**src/rtl/csr_wr_pipe_if.sv**
```systemverilog
// CSR write pipeline bus: EX-side request, per-stage handshake,
// and the MM1/MM2/WB write views plus commit status.
interface csr_wr_pipe_if;
  logic        ex_valid;
  logic        ex_ready_go;
  logic        ex_csr_we;
  logic [13:0] ex_csr_addr;
  logic [31:0] ex_csr_wdata;
  logic [31:0] ex_csr_wmask;
  logic        ex_soft_int_gen;
  logic        mm1_ready_go;
  logic        mm2_ready_go;
  logic        wb_ready_go;
  logic        wb_flush;

  logic        mm1_valid;
  logic        mm1_csr_we;
  logic [13:0] mm1_csr_addr;
  logic [31:0] mm1_csr_wdata;
  logic [31:0] mm1_csr_wmask;
  logic        mm2_valid;
  logic        mm2_csr_we;
  logic [13:0] mm2_csr_addr;
  logic [31:0] mm2_csr_wdata;
  logic [31:0] mm2_csr_wmask;
  logic        wb_valid;
  logic        wb_csr_we;
  logic [13:0] wb_csr_addr;
  logic [31:0] wb_csr_wdata;
  logic [31:0] wb_csr_wmask;
  logic        ex_allowin;
  logic        wb_soft_int;
  logic        csr_commit;
  logic [1:0]  csr_wr_inflight;

  modport master (
    output ex_valid, ex_ready_go, ex_csr_we, ex_csr_addr,
    output ex_csr_wdata, ex_csr_wmask, ex_soft_int_gen,
    output mm1_ready_go, mm2_ready_go, wb_ready_go, wb_flush,
    input  mm1_valid, mm1_csr_we, mm1_csr_addr,
    input  mm1_csr_wdata, mm1_csr_wmask,
    input  mm2_valid, mm2_csr_we, mm2_csr_addr,
    input  mm2_csr_wdata, mm2_csr_wmask,
    input  wb_valid, wb_csr_we, wb_csr_addr,
    input  wb_csr_wdata, wb_csr_wmask,
    input  ex_allowin, wb_soft_int, csr_commit, csr_wr_inflight
  );

  modport slave (
    input  ex_valid, ex_ready_go, ex_csr_we, ex_csr_addr,
    input  ex_csr_wdata, ex_csr_wmask, ex_soft_int_gen,
    input  mm1_ready_go, mm2_ready_go, wb_ready_go, wb_flush,
    output mm1_valid, mm1_csr_we, mm1_csr_addr,
    output mm1_csr_wdata, mm1_csr_wmask,
    output mm2_valid, mm2_csr_we, mm2_csr_addr,
    output mm2_csr_wdata, mm2_csr_wmask,
    output wb_valid, wb_csr_we, wb_csr_addr,
    output wb_csr_wdata, wb_csr_wmask,
    output ex_allowin, wb_soft_int, csr_commit, csr_wr_inflight
  );
endinterface

```
**src/rtl/csr_wr_pipe.sv**
```systemverilog
// CSR write carry pipeline EX->MM1->MM2->WB with valid/allowin
// handshake, WB flush, commit pulse and in-flight write count.
module csr_wr_pipe (
  input  logic         clk,
  input  logic         resetn,
  csr_wr_pipe_if.slave bus
);
  typedef struct packed {
    logic        v;
    logic        we;
    logic [13:0] addr;
    logic [31:0] wdata;
    logic [31:0] wmask;
    logic        si;
  } stg_t;

  stg_t       mm1_q, mm2_q, wb_q;
  stg_t       mm1_d, mm2_d, wb_d;
  logic [1:0] infl_q, infl_d;
  logic       wb_allowin, mm2_allowin, mm1_allowin;
  logic       ex_go, mm1_go, mm2_go;

  assign wb_allowin  = !wb_q.v | bus.wb_ready_go;
  assign mm2_allowin = !mm2_q.v | (bus.mm2_ready_go & wb_allowin);
  assign mm1_allowin = !mm1_q.v | (bus.mm1_ready_go & mm2_allowin);

  assign ex_go  = bus.ex_valid & bus.ex_ready_go;
  assign mm1_go = mm1_q.v & bus.mm1_ready_go;
  assign mm2_go = mm2_q.v & bus.mm2_ready_go;

  always_comb begin
    mm1_d = mm1_q;
    mm2_d = mm2_q;
    wb_d  = wb_q;
    if (mm1_allowin) begin
      mm1_d.v = ex_go;
      if (ex_go) begin
        mm1_d.we    = bus.ex_csr_we;
        mm1_d.addr  = bus.ex_csr_addr;
        mm1_d.wdata = bus.ex_csr_wdata;
        mm1_d.wmask = bus.ex_csr_wmask;
        mm1_d.si    = bus.ex_soft_int_gen;
      end
    end
    if (mm2_allowin) begin
      mm2_d.v = mm1_go;
      if (mm1_go) begin
        mm2_d = mm1_q;
      end
    end
    if (wb_allowin) begin
      wb_d.v = mm2_go;
      if (mm2_go) begin
        wb_d = mm2_q;
      end
    end
    // Flush beats every advance: kill valids, keep payloads untouched
    if (bus.wb_flush) begin
      mm1_d   = mm1_q;
      mm2_d   = mm2_q;
      wb_d    = wb_q;
      mm1_d.v = 1'b0;
      mm2_d.v = 1'b0;
      wb_d.v  = 1'b0;
    end
    infl_d = {1'b0, mm1_d.v & mm1_d.we}
           + {1'b0, mm2_d.v & mm2_d.we}
           + {1'b0, wb_d.v & wb_d.we};
  end

  always_ff @(posedge clk or negedge resetn) begin
    if (!resetn) begin
      mm1_q  <= '0;
      mm2_q  <= '0;
      wb_q   <= '0;
      infl_q <= 2'd0;
    end else begin
      mm1_q  <= mm1_d;
      mm2_q  <= mm2_d;
      wb_q   <= wb_d;
      infl_q <= infl_d;
    end
  end

  assign bus.ex_allowin = mm1_allowin;

  assign bus.mm1_valid     = mm1_q.v;
  assign bus.mm1_csr_we    = mm1_q.v & mm1_q.we;
  assign bus.mm1_csr_addr  = mm1_q.addr;
  assign bus.mm1_csr_wdata = mm1_q.wdata;
  assign bus.mm1_csr_wmask = mm1_q.wmask;

  assign bus.mm2_valid     = mm2_q.v;
  assign bus.mm2_csr_we    = mm2_q.v & mm2_q.we;
  assign bus.mm2_csr_addr  = mm2_q.addr;
  assign bus.mm2_csr_wdata = mm2_q.wdata;
  assign bus.mm2_csr_wmask = mm2_q.wmask;

  assign bus.wb_valid      = wb_q.v;
  assign bus.wb_csr_we     = wb_q.v & wb_q.we & !bus.wb_flush;
  assign bus.wb_csr_addr   = wb_q.addr;
  assign bus.wb_csr_wdata  = wb_q.wdata;
  assign bus.wb_csr_wmask  = wb_q.wmask;

  assign bus.csr_commit  = wb_q.v & bus.wb_ready_go & wb_q.we
                         & !bus.wb_flush;
  assign bus.wb_soft_int = wb_q.v & wb_q.si & !bus.wb_flush;

  assign bus.csr_wr_inflight = infl_q;
endmodule

```
**src/flat_wrapper.sv**
```systemverilog
// flat-port wrapper written by rule: the top's interface ports become plain ports
module csr_wr_pipe_flat 
  (clk, resetn, bus_ex_valid, bus_ex_ready_go, bus_ex_csr_we, bus_ex_csr_addr, bus_ex_csr_wdata, bus_ex_csr_wmask, bus_ex_soft_int_gen, bus_mm1_ready_go, bus_mm2_ready_go, bus_wb_ready_go, bus_wb_flush, bus_mm1_valid, bus_mm1_csr_we, bus_mm1_csr_addr, bus_mm1_csr_wdata, bus_mm1_csr_wmask, bus_mm2_valid, bus_mm2_csr_we, bus_mm2_csr_addr, bus_mm2_csr_wdata, bus_mm2_csr_wmask, bus_wb_valid, bus_wb_csr_we, bus_wb_csr_addr, bus_wb_csr_wdata, bus_wb_csr_wmask, bus_ex_allowin, bus_wb_soft_int, bus_csr_commit, bus_csr_wr_inflight);
  csr_wr_pipe_if bus_i ();
  input  logic clk;
  input  logic resetn;
  input wire logic [$bits(bus_i.ex_valid)-1:0] bus_ex_valid;
  input wire logic [$bits(bus_i.ex_ready_go)-1:0] bus_ex_ready_go;
  input wire logic [$bits(bus_i.ex_csr_we)-1:0] bus_ex_csr_we;
  input wire logic [$bits(bus_i.ex_csr_addr)-1:0] bus_ex_csr_addr;
  input wire logic [$bits(bus_i.ex_csr_wdata)-1:0] bus_ex_csr_wdata;
  input wire logic [$bits(bus_i.ex_csr_wmask)-1:0] bus_ex_csr_wmask;
  input wire logic [$bits(bus_i.ex_soft_int_gen)-1:0] bus_ex_soft_int_gen;
  input wire logic [$bits(bus_i.mm1_ready_go)-1:0] bus_mm1_ready_go;
  input wire logic [$bits(bus_i.mm2_ready_go)-1:0] bus_mm2_ready_go;
  input wire logic [$bits(bus_i.wb_ready_go)-1:0] bus_wb_ready_go;
  input wire logic [$bits(bus_i.wb_flush)-1:0] bus_wb_flush;
  output wire logic [$bits(bus_i.mm1_valid)-1:0] bus_mm1_valid;
  output wire logic [$bits(bus_i.mm1_csr_we)-1:0] bus_mm1_csr_we;
  output wire logic [$bits(bus_i.mm1_csr_addr)-1:0] bus_mm1_csr_addr;
  output wire logic [$bits(bus_i.mm1_csr_wdata)-1:0] bus_mm1_csr_wdata;
  output wire logic [$bits(bus_i.mm1_csr_wmask)-1:0] bus_mm1_csr_wmask;
  output wire logic [$bits(bus_i.mm2_valid)-1:0] bus_mm2_valid;
  output wire logic [$bits(bus_i.mm2_csr_we)-1:0] bus_mm2_csr_we;
  output wire logic [$bits(bus_i.mm2_csr_addr)-1:0] bus_mm2_csr_addr;
  output wire logic [$bits(bus_i.mm2_csr_wdata)-1:0] bus_mm2_csr_wdata;
  output wire logic [$bits(bus_i.mm2_csr_wmask)-1:0] bus_mm2_csr_wmask;
  output wire logic [$bits(bus_i.wb_valid)-1:0] bus_wb_valid;
  output wire logic [$bits(bus_i.wb_csr_we)-1:0] bus_wb_csr_we;
  output wire logic [$bits(bus_i.wb_csr_addr)-1:0] bus_wb_csr_addr;
  output wire logic [$bits(bus_i.wb_csr_wdata)-1:0] bus_wb_csr_wdata;
  output wire logic [$bits(bus_i.wb_csr_wmask)-1:0] bus_wb_csr_wmask;
  output wire logic [$bits(bus_i.ex_allowin)-1:0] bus_ex_allowin;
  output wire logic [$bits(bus_i.wb_soft_int)-1:0] bus_wb_soft_int;
  output wire logic [$bits(bus_i.csr_commit)-1:0] bus_csr_commit;
  output wire logic [$bits(bus_i.csr_wr_inflight)-1:0] bus_csr_wr_inflight;
  assign bus_i.ex_valid = bus_ex_valid;
  assign bus_i.ex_ready_go = bus_ex_ready_go;
  assign bus_i.ex_csr_we = bus_ex_csr_we;
  assign bus_i.ex_csr_addr = bus_ex_csr_addr;
  assign bus_i.ex_csr_wdata = bus_ex_csr_wdata;
  assign bus_i.ex_csr_wmask = bus_ex_csr_wmask;
  assign bus_i.ex_soft_int_gen = bus_ex_soft_int_gen;
  assign bus_i.mm1_ready_go = bus_mm1_ready_go;
  assign bus_i.mm2_ready_go = bus_mm2_ready_go;
  assign bus_i.wb_ready_go = bus_wb_ready_go;
  assign bus_i.wb_flush = bus_wb_flush;
  assign bus_mm1_valid = bus_i.mm1_valid;
  assign bus_mm1_csr_we = bus_i.mm1_csr_we;
  assign bus_mm1_csr_addr = bus_i.mm1_csr_addr;
  assign bus_mm1_csr_wdata = bus_i.mm1_csr_wdata;
  assign bus_mm1_csr_wmask = bus_i.mm1_csr_wmask;
  assign bus_mm2_valid = bus_i.mm2_valid;
  assign bus_mm2_csr_we = bus_i.mm2_csr_we;
  assign bus_mm2_csr_addr = bus_i.mm2_csr_addr;
  assign bus_mm2_csr_wdata = bus_i.mm2_csr_wdata;
  assign bus_mm2_csr_wmask = bus_i.mm2_csr_wmask;
  assign bus_wb_valid = bus_i.wb_valid;
  assign bus_wb_csr_we = bus_i.wb_csr_we;
  assign bus_wb_csr_addr = bus_i.wb_csr_addr;
  assign bus_wb_csr_wdata = bus_i.wb_csr_wdata;
  assign bus_wb_csr_wmask = bus_i.wb_csr_wmask;
  assign bus_ex_allowin = bus_i.ex_allowin;
  assign bus_wb_soft_int = bus_i.wb_soft_int;
  assign bus_csr_commit = bus_i.csr_commit;
  assign bus_csr_wr_inflight = bus_i.csr_wr_inflight;
  csr_wr_pipe u_core (.clk(clk), .resetn(resetn), .bus(bus_i));
endmodule
```
**config.mk**
```make
export PLATFORM = sky130hd
export DESIGN_NAME = csr_wr_pipe_flat
export DESIGN_NICKNAME = d
export VERILOG_FILES = /design/src/rtl/csr_wr_pipe_if.sv /design/src/rtl/csr_wr_pipe.sv /design/src/flat_wrapper.sv
export SDC_FILE = /design/constraint.sdc
export NUM_CORES = 1
export LEC_CHECK = 0
export CAP_MARGIN = 20
export CORE_AREA = 2 2 156 158
export DETAILED_ROUTE_END_ITERATION = 7
export DIE_AREA = 0 0 158 160
export GPL_TIMING_DRIVEN = 0
export PLACE_DENSITY = 0.77
export SYNTH_ARGS = -nofsm -noshare
export SYNTH_HDL_FRONTEND = slang
export SYNTH_SLANG_ARGS = --single-unit
```
**constraint.sdc**
```tcl
create_clock -name clk -period 2.3 [get_ports clk]
set_input_delay 0.46 -clock clk [delete_from_list [all_inputs] [get_ports clk]]
set_output_delay 0.46 -clock clk [all_outputs]
set_load 0.01 [all_outputs]
```
Word-level counts from Yosys, hierarchy flattened --
Cells that the tools add are included.
Storage, ports and cells: register bits after elaboration 245, input port bits 88, output and inout port bits 245, word-level logic and storage cells 58
Cells by class: add/sub/neg operators 2, mux-type cells 9, bitwise gates (word level) 21, reduce and logical (&&, ||, !) cells 7
Operators with widths (number):
- 81-bit two-way mux | 8
- 80-bit two-way mux | 1
- 1-bit AND | 17
- 3-bit AND reduction | 3
- 1-bit zero test | 4
- 1-bit bitwise OR | 3
- 1-bit by 1-bit adder with 2-bit output | 1
- 2-bit by 1-bit adder with 2-bit output | 1
- 1-bit inverter | 1

Logic depth before layout (Yosys ltp) --
depth after elaboration 11, mapped depth 7, gate-level depth less buffers 5

Worst setup path after synthesis --
OpenSTA, ideal clock, no wires.
path type input-to-reg, start input port bus_wb_flush, end register u_core.infl_q[0], in the netlist u_core.bus.csr_wr_inflight[0], setup time 136 ps, arrival 1807 ps, required time 2164 ps, setup slack 357 ps, cell stages on the path 7, path buffers 2, path through clkbuf_1 inv_2 nand3_1 nor2_2 buf_4 a32o_1 fa_1
On the way: word-level cells in the longest chain between the ends 4, elaborated cells between the ends (all ways) 8, classes of those cells 2 x add/sub; 3 x mux; 3 x bitwise
Ends and longest elaborated chain:
- from (decl) | RTL line flat_wrapper.sv:17 | input wire logic [$bits(bus_i.wb_flush)-1:0] bus_wb_flush;
- 81-bit two-way mux | RTL line csr_wr_pipe.sv:58 | if (bus.wb_flush) begin
- 1-bit AND, on equally long branches | RTL line csr_wr_pipe.sv:66, csr_wr_pipe.sv:67
- 1-bit by 1-bit adder with 2-bit output | RTL line csr_wr_pipe.sv:67 | + {1'b0, mm2_d.v & mm2_d.we}
- 2-bit by 1-bit adder with 2-bit output (*) | RTL line csr_wr_pipe.sv:68 | + {1'b0, wb_d.v & wb_d.we};
- net u_core.infl_d[0] | RTL line csr_wr_pipe.sv:19 | logic [1:0] infl_q, infl_d;
- to (signal assigned) | RTL line csr_wr_pipe.sv:81 | infl_q <= infl_d;
- to (decl) | RTL line csr_wr_pipe.sv:19
The timed path passes the listed nets; every way through them passes the cells marked *. A chain may end at the register's enable or synchronous reset.

Worst setup path after layout --
start register u_core.wb_q, in the netlist u_core.bus.wb_valid, end output port bus_csr_commit
On the way: word-level cells in the longest chain between the ends 3
Ends and longest elaborated chain:
- from (decl) | RTL line csr_wr_pipe.sv:17 | stg_t mm1_q, mm2_q, wb_q;
- from (signal assigned) | RTL line csr_wr_pipe.sv:80 | wb_q <= wb_d;
- 1-bit AND (2 in a row) | RTL line csr_wr_pipe.sv:105 | assign bus.csr_commit = wb_q.v & bus.wb_ready_go & wb_q.we
- 1-bit AND | RTL line csr_wr_pipe.sv:106 | & !bus.wb_flush;
- to (decl) | RTL line flat_wrapper.sv:35 | output wire logic [$bits(bus_i.csr_commit)-1:0] bus_csr_commit;
Every way passes these cells.

==> results.txt <==
The total placed instance area came out at 0.0147 sq mm. The worst stage delay on the critical path is 0.53 ns, and the clock sink total is 245. After synthesis, the cell types taking the most area are sky130_fd_sc_hd__dfrtp_1 (56%), sky130_fd_sc_hd__mux2_2 (20%), sky130_fd_sc_hd__buf_4 (17%). The synthesized netlist devotes 0.582% of its cell area to compound gates. The share of flip-flops with an asynchronous set or reset works out to 100%. The repair_antennas step left the layout with diodes totalling 0. The total of warnings raised by yosys is 0. For the share of synthesized area occupied by flip-flops and latches, the log shows 56.0%. Clock latency on the worst-skew pair, taken at its later pin, is 0.51 ns. The count of boundary I/O pins was 333. The number of flops mapped to enable cells by yosys works out to 0. In this run the most critical hold path is launched from bus_wb_flush.

Number of H-tree levels: 1. After detailed routing, the average wire length per cell comes to 16.8 microns. The synthesized cell area is 0.0110 sq mm. Setup repair after global routing left no endpoint under its margin. The area share of fa/ha/maj cells after synthesis came out at 0.183%. The kind of start point of the critical path is a flip-flop. The library cell used most frequently in the layout, excluding fill and tap cells, is sky130_fd_sc_hd__clkdlybuf4s50_1.

The tools report the worst-case setup slack after placement as -0.592 ns. Synthesis inferred 245 register bits. Clock-pin slew was measured on the worst setup and hold paths at 0.06 ns.

The die covers 0.0253 sq mm. For this design the total switching power over the nets is 4.18 mW. In this run the core area contains 57 standard-cell rows. The tools report the peak clock frequency supported by timing as 450 MHz. In this run, distinct cell masters in the synthesized netlist total 26. Power spread over the standard cell area amounts to 1020 mW/mm^2. After the first detailed-routing iteration, the DRC count stood at 209. The number of nets handed over by synthesis was 863.

The critical path starts at u_core.bus.wb_valid. From synthesis to final layout, the design area changed by 42.5%. The time the worst path needs with I/O delays and setup is 2.22 ns, and the remaining max-slew budget at the tightest pin is 56.0%. For the final routed database, the setup TNS stands at 0 ns.

The tools report the post-detailed-route count of antenna-violating nets as 0. The run gives 38,800 microns as the first-pass GRT wire length. The remaining design rule violation count came out at 0. The endpoint kind of the worst setup timing path was an output pin. Post-CTS timing repair inserted 0 buffers for setup. The run gives 0 as the number of hold-slack violations in the final timing report.

The die is 158 microns wide. The run finished with clean final reports. Cell accounting for the most synthesized area: sky130_fd_sc_hd__dfrtp_1.

For this run the aggregate overflow at the end of global routing stands at 0. Via density per instance: 4.53. The top cell types in the final layout, fill and taps aside, are sky130_fd_sc_hd__clkdlybuf4s50_1 (329), sky130_fd_sc_hd__dfrtp_1 (245), sky130_fd_sc_hd__buf_4 (242), sky130_fd_sc_hd__mux2_2 (198), sky130_fd_sc_hd__mux2_1 (42). Worst clock skew: 0.0111 ns. The worst hold path belongs to the class in -> reg. The basic-gate share of the synthesized area counting and, or, nand and nor cells is 1.06%. Most frequently used flop master after synthesis: sky130_fd_sc_hd__dfrtp_1. Root buffer cell: sky130_fd_sc_hd__clkbuf_16.

Global routing used 19.7% of the available tracks. Share of power burned in the clock network: 26.0%. The clock buffer count from CTS was 26. For the total half-perimeter wirelength after legalization and detailed placement, the log shows 18,100 microns.

The dominant combinational cell family by area after synthesis was multiplexers. The routed wire length was 24,900 microns; the transition at the pin with the smallest max-transition slack was 0.656 ns. TritonCTS built the clock tree. In the final layout, the share of cells above drive strength 1 is 43.7%.

On the critical path, the stage with the largest delay is an instance of sky130_fd_sc_hd__clkdlybuf4s50_1. The synthesized netlist devotes 0% of its cell area to XOR and XNOR gates. The core area was 0.0238 sq mm; the internal power contribution was 11.7 mW.

The first detailed-routing pass ran for 4 iterations. For the final critical-path setup slack, the log shows 0.0763 ns. Number of global-route vias before repair: 7,059. In the finished design, the share of the clock period the worst path needs comes to 96.7%. Traced cell by cell, the critical path runs through and3_1 > and2_1 > clkdlybuf4s50_1. The category of the most critical setup path is reg -> out.

The longest clock path from root to sink contains 3 buffers. The synthesized design devotes to its leading area cell type 56.0% of total area. The via count was 6,704; the switching power share of the total was 26.2%.

For the share of total power in combinational logic, the log shows 35.4%. Across the run, the number of max-cap violations was 0. Of the total power, registers draw 38.6%. In this run the critical register-to-register path is launched from u_core.bus.wb_valid. The cell count after synthesis came out at 774. The pin count of the biggest net entering global routing was 122. Once the floorplan was initialized, standard cells occupied 46.0% of the core.

After synthesis, the share of cell area in mux cells is 24.8%. The count of final max-slew check failures is 0. The net count of the finished layout is 1,225.

The tools report the data arrival at the endpoint of the critical path as 1.76 ns. The run gives 0.0156 sq mm as the final standard cell area without fillers. Of all nets on the critical path, the largest fanout is 5. Number of antenna violations at the first check in global routing: 0. Input and output buffers added on the ports amount to 331. In this run the static leakage power is 7.25 nW. The average instance in the mapped netlist occupies 14.2 sq um.

Measured along the y axis, the die boundary spans 160 microns. For the final weighted congestion of routability-driven global placement, the log shows 0.785. STA puts the critical path data required time at 1.84 ns.

IR analysis of the VDD net gives a maximum drop of 0.613 mV. The fraction of the core area covered by cells at the end of the flow was 65.5%. Setup violations remaining at the end of the flow were counted as 0.
==> power by group through the flow <==
| stage | clock (mW) | combinational, mW | sequential [mW] |
|---|---|---|---|
| final | 4.14 | 5.64 | 6.15 |
| after global routing | 4.45 | 5.99 | 6.32 |
| after CTS | 4.27 | 5.72 | 6.16 |
| after detailed placement | 0 | 5.69 | 6.23 |
| after global placement | 0 | 5.60 | 6.17 |
| after floorplan | 0 | 3.04 | 5.97 |
==> per-stage QoR <==
| stage | power, mW | instances | hold slack, ns |
|---|---|---|---|
| final | 15.9 | 1480 | 0.316 |
| after global routing | 16.8 | 1480 | 0.317 |
| after CTS | 16.1 | 1480 | 0.283 |
| after detailed placement | 11.9 | 1431 | 0.266 |
| after global placement | 11.8 | 1429 | 0.468 |
| after floorplan | 9.01 | 774 | 0.164 |
==> registers in the layout, indices dropped and copies added, names as in the netlist, 32 cells and up <==
name	cells
u_core.bus.wb_csr_wmask	32
u_core.bus.mm1_csr_wmask	32
u_core.bus.mm2_csr_wmask	32
u_core.bus.wb_csr_wdata	32
u_core.bus.mm2_csr_wdata	32
u_core.bus.mm1_csr_wdata	32
==> metal layers <==
layer | GRT usage, % | vias up | share of wire [%]
li1 | - | 3109 | -
met3 | 4.53 | 59 | 6.8
met2 | 33.3 | 216 | 50
met4 | 7.29 | 0 | 3.5
met5 | 0 | - | 0
met1 | 24.5 | 3320 | 40
==> path summary, 6_finish.rpt <==
path / endpoint / slack (ns) / cells past startpoint
worst max-delay path: bus_csr_commit / 0.08 / 3
worst min-delay path: u_core.bus.mm1_valid / 0.32 / 2
worst max register to register: u_core.bus.wb_csr_wdata[0] / 0.23 / 4
worst min register to register: u_core.bus.wb_csr_wdata[27] / 0.49 / 1
max in group asynchronous: u_core.bus.mm1_csr_wmask[22] / 1.18 / 3
min in group asynchronous: u_core.bus.mm1_csr_wmask[0] / 0.33 / 2
==> critical path, delay by kind of cell (launching register included) <==
kind / cells / cell delay [ns]
buffers and inverters: 1 / 0.53
flip-flops: 1 / 0.39
AND/OR/NAND/NOR: 2 / 0.34
==> cells by family (layout without fill, tap and decap cells) <==
logic type                 Yosys count  in the layout
buffers and inverters              262            644
and+or+nand+nor                     18             18
adders and majority gates            1              1
muxes                              241            241
DFF                                245            245
AOI/OAI and AO/OA                    7              7
==> Yosys cell counts (2+ instances only) <==
master	count
sky130_fd_sc_hd__a21oi_1	3
sky130_fd_sc_hd__and3_1	3
sky130_fd_sc_hd__mux2_2	198
sky130_fd_sc_hd__mux2_1	42
sky130_fd_sc_hd__buf_2	16
sky130_fd_sc_hd__nand2_1	4
sky130_fd_sc_hd__inv_1	2
sky130_fd_sc_hd__buf_4	242
sky130_fd_sc_hd__dfrtp_1	245
sky130_fd_sc_hd__and2_1	3
==> repair_timing <==
action,in CTS,in global routing
hold endpoints to repair,6,0
endpoints found under the setup margin,2,0
gates resized for setup,2,0
hold buffers,1,0
==> final cells by class <==
class | instances | area, sq um
tap | 324 | 405
timing repair buffer | 334 | 3380
buffer | 259 | 1900
multi-input combinational | 267 | 2920
sequential | 245 | 6130
clock buffer | 42 | 802
inverter | 3 | 11.3
fill | 1835 | 8210
clock inverter | 6 | 57.6
(Power assumes the default switching activity.)
